--- config.mk ---
export PLATFORM = sky130hd
export DESIGN_NAME = add_16bit_signed_serial_flat
export DESIGN_NICKNAME = d
export VERILOG_FILES = /design/src/rtl/add_16bit_signed_serial_if.sv /design/src/rtl/add_16bit_signed_serial.sv /design/src/flat_wrapper.sv
export SDC_FILE = /design/constraint.sdc
export NUM_CORES = 1
export LEC_CHECK = 0
export CAP_MARGIN = 15
export CORE_ASPECT_RATIO = 0.5
export CORE_UTILIZATION = 40
export DETAILED_ROUTE_END_ITERATION = 8
export DONT_BUFFER_PORTS = 1
export GPL_TIMING_DRIVEN = 0
export PLACE_DENSITY = 0.65
export SYNTH_ARGS = -nofsm -noshare
export SYNTH_HDL_FRONTEND = slang
export SYNTH_SLANG_ARGS = --single-unit
--- constraint.sdc ---
create_clock -name clk -period 3.61 [get_ports clk]
set_input_delay 0.722 -clock clk [delete_from_list [all_inputs] [get_ports clk]]
set_output_delay 0.722 -clock clk [all_outputs]
set_load 0.02 [all_outputs]
--- src/rtl/add_16bit_signed_serial_if.sv ---
// ---------------------------------------------------------------------------
// add_16bit_signed_serial_if
// Request/response bundle of the digit-serial 16-bit signed adder.
//   start    : request strobe, only honoured while the adder is idle
//   A, B     : signed operands, captured on the accepted start edge
//   busy     : high while digits are being processed
//   done     : one-cycle completion pulse
//   result   : signed sum (wrapped or clamped), held until next completion
//   overflow : signed overflow flag of the last completed operation
// master drives the request side, slave is the adder itself.
// ---------------------------------------------------------------------------
interface add_16bit_signed_serial_if;
    logic        start;
    logic [15:0] A;
    logic [15:0] B;
    logic        busy;
    logic        done;
    logic [15:0] result;
    logic        overflow;

    modport master (
        output start, A, B,
        input  busy, done, result, overflow
    );

    modport slave (
        input  start, A, B,
        output busy, done, result, overflow
    );
endinterface

--- src/rtl/add_16bit_signed_serial.sv ---
// ---------------------------------------------------------------------------
// add_16bit_signed_serial
// Digit-serial 16-bit two's-complement adder. Operands are latched on an
// accepted start, added DIGIT_W bits per cycle through a registered ripple
// carry, and the sum plus signed overflow is published with a done pulse.
//   DIGIT_W  : bits per cycle (1, 2, 4, 8 or 16); N = 16/DIGIT_W cycles
//   SATURATE : 1 clamps an overflowed sum to 16'h7FFF / 16'h8000, 0 wraps
// Ports:
//   clk   : rising-edge clock
//   rst_n : asynchronous active-low reset
//   bus   : slave side of add_16bit_signed_serial_if
// ---------------------------------------------------------------------------
module add_16bit_signed_serial #(
    parameter int DIGIT_W  = 4,
    parameter int SATURATE = 0
) (
    input  logic                      clk,
    input  logic                      rst_n,
    add_16bit_signed_serial_if.slave  bus
);

    localparam int N  = 16 / DIGIT_W;
    localparam int CW = (N > 1) ? $clog2(N) : 1;
    localparam logic [CW-1:0] CNT_LAST = CW'(N - 1);
    localparam logic          SAT_EN   = (SATURATE != 0) ? 1'b1 : 1'b0;

    typedef enum logic [1:0] {
        S_IDLE = 2'd0,
        S_RUN  = 2'd1,
        S_DONE = 2'd2
    } state_t;

    // Signed overflow: operands share a sign and the sum's sign differs.
    function automatic logic ovf_f(input logic a_msb, input logic b_msb,
                                   input logic s_msb);
        return (a_msb == b_msb) && (s_msb != a_msb);
    endfunction

    // Clamp toward the operand sign when saturation is enabled and overflowed.
    function automatic logic [15:0] clamp_f(input logic [15:0] sum,
                                            input logic        ovf,
                                            input logic        a_msb,
                                            input logic        sat);
        return (sat && ovf) ? (a_msb ? 16'h8000 : 16'h7FFF) : sum;
    endfunction

    state_t          state_q, state_d;
    logic [15:0]     a_q, a_d;
    logic [15:0]     b_q, b_d;
    logic [15:0]     sum_q, sum_d;
    logic            carry_q, carry_d;
    logic [CW-1:0]   cnt_q, cnt_d;
    logic [15:0]     result_q, result_d;
    logic            ovf_q, ovf_d;
    logic            busy_q;
    logic            done_q;

    logic [3:0]         base_s;
    logic [DIGIT_W-1:0] digit_a_s;
    logic [DIGIT_W-1:0] digit_b_s;
    logic [DIGIT_W:0]   digit_sum_s;
    logic [15:0]        sum_full_s;
    logic               ovf_s;

    // Bit offset of the current digit; DIGIT_W=16 truncates to 0 with cnt=0.
    assign base_s      = 4'(cnt_q) * 4'(DIGIT_W);
    assign digit_a_s   = a_q[base_s +: DIGIT_W];
    assign digit_b_s   = b_q[base_s +: DIGIT_W];
    assign digit_sum_s = {1'b0, digit_a_s} + {1'b0, digit_b_s}
                       + {{DIGIT_W{1'b0}}, carry_q};

    // Partial sum with the digit of this cycle merged in; complete on the last digit.
    always_comb begin
        sum_full_s                    = sum_q;
        sum_full_s[base_s +: DIGIT_W] = digit_sum_s[DIGIT_W-1:0];
    end

    assign ovf_s = ovf_f(a_q[15], b_q[15], sum_full_s[15]);

    // Next-state and datapath update for IDLE/RUN/DONE.
    always_comb begin
        state_d  = state_q;
        a_d      = a_q;
        b_d      = b_q;
        sum_d    = sum_q;
        carry_d  = carry_q;
        cnt_d    = cnt_q;
        result_d = result_q;
        ovf_d    = ovf_q;
        case (state_q)
            S_IDLE: begin
                if (bus.start) begin
                    state_d = S_RUN;
                    a_d     = bus.A;
                    b_d     = bus.B;
                    carry_d = 1'b0;
                    cnt_d   = '0;
                end else begin
                    state_d = S_IDLE;
                end
            end
            S_RUN: begin
                sum_d   = sum_full_s;
                carry_d = digit_sum_s[DIGIT_W];
                if (cnt_q == CNT_LAST) begin
                    // Carry out of bit 15 is dropped; only the sign rule matters.
                    state_d  = S_DONE;
                    cnt_d    = '0;
                    ovf_d    = ovf_s;
                    result_d = clamp_f(sum_full_s, ovf_s, a_q[15], SAT_EN);
                end else begin
                    cnt_d = cnt_q + CW'(1);
                end
            end
            S_DONE: begin
                state_d = S_IDLE;
            end
            default: begin
                state_d = S_IDLE;
            end
        endcase
    end

    // State, operand, partial-sum and result registers; status flags follow next state.
    always_ff @(posedge clk or negedge rst_n) begin
        if (!rst_n) begin
            state_q  <= S_IDLE;
            a_q      <= 16'h0000;
            b_q      <= 16'h0000;
            sum_q    <= 16'h0000;
            carry_q  <= 1'b0;
            cnt_q    <= '0;
            result_q <= 16'h0000;
            ovf_q    <= 1'b0;
            busy_q   <= 1'b0;
            done_q   <= 1'b0;
        end else begin
            state_q  <= state_d;
            a_q      <= a_d;
            b_q      <= b_d;
            sum_q    <= sum_d;
            carry_q  <= carry_d;
            cnt_q    <= cnt_d;
            result_q <= result_d;
            ovf_q    <= ovf_d;
            busy_q   <= (state_d == S_RUN);
            done_q   <= (state_d == S_DONE);
        end
    end

    assign bus.busy     = busy_q;
    assign bus.done     = done_q;
    assign bus.result   = result_q;
    assign bus.overflow = ovf_q;

endmodule

--- src/flat_wrapper.sv ---
// flat-port wrapper written by rule: the top's interface ports become plain ports
module add_16bit_signed_serial_flat 
#(
    parameter int DIGIT_W  = 4,
    parameter int SATURATE = 0
)
  (clk, rst_n, bus_start, bus_A, bus_B, bus_busy, bus_done, bus_result, bus_overflow);
  add_16bit_signed_serial_if bus_i ();
  input  logic clk;
  input  logic rst_n;
  input wire logic [$bits(bus_i.start)-1:0] bus_start;
  input wire logic [$bits(bus_i.A)-1:0] bus_A;
  input wire logic [$bits(bus_i.B)-1:0] bus_B;
  output wire logic [$bits(bus_i.busy)-1:0] bus_busy;
  output wire logic [$bits(bus_i.done)-1:0] bus_done;
  output wire logic [$bits(bus_i.result)-1:0] bus_result;
  output wire logic [$bits(bus_i.overflow)-1:0] bus_overflow;
  assign bus_i.start = bus_start;
  assign bus_i.A = bus_A;
  assign bus_i.B = bus_B;
  assign bus_busy = bus_i.busy;
  assign bus_done = bus_i.done;
  assign bus_result = bus_i.result;
  assign bus_overflow = bus_i.overflow;
  add_16bit_signed_serial #(.DIGIT_W(DIGIT_W), .SATURATE(SATURATE)) u_core (.clk(clk), .rst_n(rst_n), .bus(bus_i));
endmodule
# After elaboration in Yosys (flattened, before gate mapping)

Cells that the tools add are included.

Multiplexer cells: 9
$add $sub $neg: 4
Reduce and logical (&&, ||, !) cells: 6
Shift-type cells: 4
Eq/ne operators: 7

Operators by type and width:

| operator                                             | count |
|---|---|
| indexed part select 16 x 5 -> 4 bit                  | 2 |
| bitwise mux 16 bit                                   | 1 |
| variable shift 4 x 6 -> 16 bit, first input constant | 1 |
| indexed part select 4 x 6 -> 16 bit                  | 1 |
| one-hot mux 2 bit (2 select lines)                   | 2 |
| two-way mux 2 bit                                    | 3 |
| negator 4 -> 6 bit                                   | 1 |
| AND reduction 2 bit                                  | 3 |
| adder 4 x 4 -> 5 bit                                 | 1 |
| adder 5 x 1 -> 5 bit                                 | 1 |
| == test 2 x 1 -> 1 bit, second input constant        | 2 |
| == test 2 bit, second input constant                 | 2 |
| adder 2 x 1 -> 2 bit, second input constant          | 1 |
| zero test 2 bit                                      | 1 |
| two-way mux 1 bit                                    | 2 |
| inequality test 2 bit, second input constant         | 1 |
| one-hot mux 1 bit (2 select lines)                   | 1 |
| nonzero test 2 bit                                   | 1 |
| == test 1 bit                                        | 1 |
| logical AND 1 bit                                    | 1 |
| inequality test 1 bit                                | 1 |

Bits of input ports: 35
Bits in registers: 72
Output and inout port bits: 19

# Longest topological paths before layout

Gate-level depths: netlist of the first run.

Depth in word-level cells: 7
Depth in mapped cells: 9
Mapped depth without buffers: 7

# Worst setup path after synthesis of the first run

No wires, ideal clock.

Kind: register to register
From: reg u_core.cnt_q[0]
To: reg u_core.sum_q[5]
Data arrival time: 2.620 ns
Library setup time: 0.066 ns
Required time: 3.544 ns
Cell stages (with the launch flop): 9
Setup slack: 0.924 ns
Period minus slack after synthesis: 2.686 ns
Cells stage by stage: dfrtp_1 buf_4 buf_2 mux4_2 fa_1 inv_1 fa_1 nor2_1 a22o_1

Longest elaborated chain between the ends: 5
Elaborated cells between the ends (all ways): 8
Those cells by class: add/sub (3); shift (4); mux (1)

Ends and longest elaborated chain:

| element                                                       | line                                                         | text |
|---|---|---|
| start, declared                                               | add_16bit_signed_serial.sv:52                                | `logic [CW-1:0] cnt_q, cnt_d;` |
| start signal, assigned                                        | add_16bit_signed_serial.sv:143                               | `cnt_q <= cnt_d;` |
| indexed part select 16 x 5 -> 4 bit, on equally long branches | add_16bit_signed_serial.sv:67, add_16bit_signed_serial.sv:68 |  |
| adder 4 x 4 -> 5 bit                                          | add_16bit_signed_serial.sv:69                                | `assign digit_sum_s = {1'b0, digit_a_s} + {1'b0, digit_b_s}` |
| adder 5 x 1 -> 5 bit                                          | add_16bit_signed_serial.sv:70                                | `+ {{DIGIT_W{1'b0}}, carry_q};` |
| indexed part select 4 x 6 -> 16 bit                           | add_16bit_signed_serial.sv:75                                | `sum_full_s[base_s +: DIGIT_W] = digit_sum_s[DIGIT_W-1:0];` |
| bitwise mux 16 bit (*)                                        | add_16bit_signed_serial.sv:75                                |  |
| end signal, assigned                                          | add_16bit_signed_serial.sv:141                               | `sum_q <= sum_d;` |
| end, declared                                                 | add_16bit_signed_serial.sv:50                                | `logic [15:0] sum_q, sum_d;` |

Mark *: on every way between the ends. The rest lies on a longest branch, timed or not.
A chain may end at the register's enable or synchronous reset.

# Worst setup path in the final report of the first run

From: reg u_core.cnt_q[0]
To: reg u_core.sum_q[7]

Same word-level chain as after synthesis.

==> out/results.txt, run 1 <==
Post-synth EDFFs - 0
CP Launch Point - u_core.cnt_q[0]
Overall Power - 4.24 mW
CP Buf/Inv Count - 2
largest net degree at the start of global routing - 73
Placer Congestion - 0.844
Cells after Synth - 334
Starting Density - 41.6%
CTS HTree Levels - 3
R2R cell count - 8
Leak - 1.80 nW
die width - 132 um
# DRC - 0
Primary FF master, synth - dfrtp_1
total clock sinks - 72
core area - 8060 sq um
CP max FO - 10
clock slew seen by the registers of the worst setup and hold paths - 50 ps
Peak Freq - 317 MHz
vias in the first global route - 2378
main combinational cell family by area after synthesis - simple AND/OR/NAND/NOR gates
CP max stage cell - mux4_2
yosys warns - 0
Post-Syn Area - 3360 sq um
Vias/cell - 5.20
Tightest Pin Transition - 648 ps
outcome - finished, final reports clean
CP endpoint kind - register
clk root buf - clkbuf_16
compound-gate portion of the synthesized area - 12.5%
RSZ-0062 raised after global routing - false
setup violators final - 0
register area share after synthesis - 53.7%
io pins - 54
Pwr Density - 1110 nW/um^2
XOR/XNOR Fraction of Synth Area - 0.261%
first drt pass iteration count - 4
critical-path cell list - buf_4, buf_2, mux4_2, ha_1, nand3_1, a21boi_0, nor2_1, a32o_1
flops & latches, synth - 72
CTS tree - yes
Setup CP Type - reg2reg
initial drt markers - 216
Reg-to-Reg End - u_core.sum_q[7]
fin crit period - 3150 ps
Max IR drop VDD - 495 uV
wire per inst - 15.8 um
Critical Path AT - 3370 ps
post-DP HPWL - 5280 um
startpoint types - register
Critical Path RT - 3830 ps
worst r2r src - u_core.cnt_q[0]
fraction of registers with async set/reset - 100%
CTS max path bufs - 2
Multi-input gate area - 1410 sq um
Tot GR Track Use - 18.5%
routed via count - 2404
area share of fa/ha/maj cells after synthesis - 4.55%
final core occ - 47.3%
total negative slack - 0 ps
Antenna diodes - 0
final worst slack - 458 ps
site row count - 23
WL final - 7300 um
CP top delay family - compound AO/OA/AOI/OAI gates
synth unique cells - 40
Post-Syn Nets - 380
commonest cells after routing, fill and taps aside - nand2_1 (118), dfrtp_1 (72), o21ai_0 (16), inv_1 (16), clkbuf_1 (13)
CTS buffer count - 9
Setup Buffers After CTS - 0
final hold vios - 0
Clk Latency, worst-skew pair - 330 ps
internal reg-to-reg setup slack - 460 ps
FF/Latch Area - 1800 sq um
max-slew violations - 0
CTS Hold Bufs - 0
relative slew slack - 56.5%
share of cells above drive strength 1 - 9.43%
fin crit share - 87.3%
worst clock skew - 6.39 ps
nets - 391
port bufs - 0
FILL cells - 749
die area - 8780 sq um
first-pass GRT wire length - 12100 um
area delta synth->final - 13.7%
Syn Area/Cell - 10.0 sq um
slowest stage delay, CP - 560 ps
Detail Route Antenna Nets - 0
commonest non-fill, non-tap cell in the layout - nand2_1
initial antenna violation count - 0
total gr overflow - 0
die height - 66.8 um
mux cell area share after synthesis - 5.37%
total of max-cap violations - 0
Hold WC Path Type - in2async
Synth Area in Simple Gates - 19.3%
post_cts resized - 0
pre-CTS WS - 470 ps
per-stage QoR:
| stage | area (sq um) | std cells | hold WS [ps] |
|---|---|---|---|
| finish | 3810 | 462 | 82.3 |
| global route | 3810 | 462 | 68.1 |
| CTS | 3810 | 462 | 68.6 |
| detailed placement | 3500 | 446 | 428 |
| global placement | 3500 | 446 | 429 |
| floorplan | 3360 | 334 | 426 |
sequential cells by signal, summed over array words and instances, names as in the netlist:
name                 flops
u_core.bus.overflow      1
u_core.carry_q           1
u_core.sum_q            16
u_core.state_q           2
u_core.a_q              16
u_core.cnt_q             2
u_core.bus.busy          1
u_core.bus.result       16
u_core.b_q              16
u_core.bus.done          1
worst max path at each step:
stage	end	slack [ps]	cells after the start
CTS	u_core.sum_q[5]	450	8
detailed placement	u_core.sum_q[5]	470	8
finish	u_core.sum_q[7]	460	8
floorplan	u_core.sum_q[5]	920	8
global placement	u_core.sum_q[5]	480	8
global route	u_core.sum_q[11]	220	8
cell families (layout without fill, tap and decap cells):
family	after synthesis	count (layout)
and+or+nand+nor	147	147
buffers and inverters	36	52
adders and majority gates	11	11
DFF	72	72
AOI/OAI and AO/OA	59	59
muxes	8	8
xor gates and xnor gates	1	1
cell type report:
class | instances | area share, %
plain buffers | 20 | 2.23
clock buffers | 14 | 7.45
clock inverters | 2 | 0.918
inverters | 16 | 1.57
multi-input cells | 226 | 36.9
flip-flops and latches | 72 | 47.2
well taps | 112 | 3.67
metal layers:
| layer | vias to the layer above | GRT usage [%] | routed length [um] |
|---|---|---|---|
| li1 | 1156 | - | - |
| met1 | 1176 | 23.4 | 3420 |
| met2 | 68 | 28.4 | 3280 |
| met3 | 4 | 7.00 | 556 |
| met4 | 0 | 8.28 | 39 |
| met5 | - | 0 | 0 |
worst register-to-register path: cells and delay by family, from the launching register on:
| kind | cells | cell delay [ps] |
|---|---|---|
| adders and majority gates | 1 | 360 |
| buffers and inverters | 2 | 510 |
| and+or+nand+nor | 2 | 370 |
| DFF | 1 | 400 |
| muxes | 1 | 560 |
| AOI/OAI and AO/OA | 2 | 850 |
synth_stat cells, types with 2 or more instances:
| cell | instances | share of area, % |
|---|---|---|
| o21ai_0 | 16 | 2.4 |
| a22o_1 | 8 | 2.1 |
| a21oi_1 | 7 | 1.0 |
| nand3_1 | 2 | 0.30 |
| o21ai_1 | 2 | 0.30 |
| buf_2 | 5 | 0.75 |
| inv_1 | 16 | 1.8 |
| fa_1 | 2 | 1.2 |
| o31ai_1 | 3 | 0.67 |
| nor2_1 | 6 | 0.67 |
| a2bb2oi_1 | 2 | 0.52 |
| a22oi_1 | 4 | 0.89 |
| mux4_2 | 8 | 5.4 |
| a32o_1 | 7 | 2.1 |
| o221ai_1 | 2 | 0.52 |
| nand2_1 | 118 | 13 |
| clkbuf_1 | 12 | 1.3 |
| buf_1 | 2 | 0.22 |
| o21a_1 | 2 | 0.45 |
| ha_1 | 9 | 3.4 |
| dfrtp_1 | 72 | 54 |
| o32a_1 | 3 | 0.89 |
| and4bb_2 | 2 | 0.75 |
| nor2b_1 | 7 | 1.3 |
| and2_1 | 2 | 0.37 |
report_power, final:
part	leakage, nW	switching, mW	internal (mW)	total (mW)
Combinational	0.708	1.12	0.718	1.84
Clock	0.159	0.313	0.609	0.922
Sequential	0.931	0.311	1.16	1.47
Note: power is estimated with default switching activity, not from simulation.
==> inputs of run 2 (changes only) <==
- CAP_MARGIN: 15 -> unset
==> results of run 2 <==
Same layout as run 1: the final DEF is identical, and so are final timing and power.
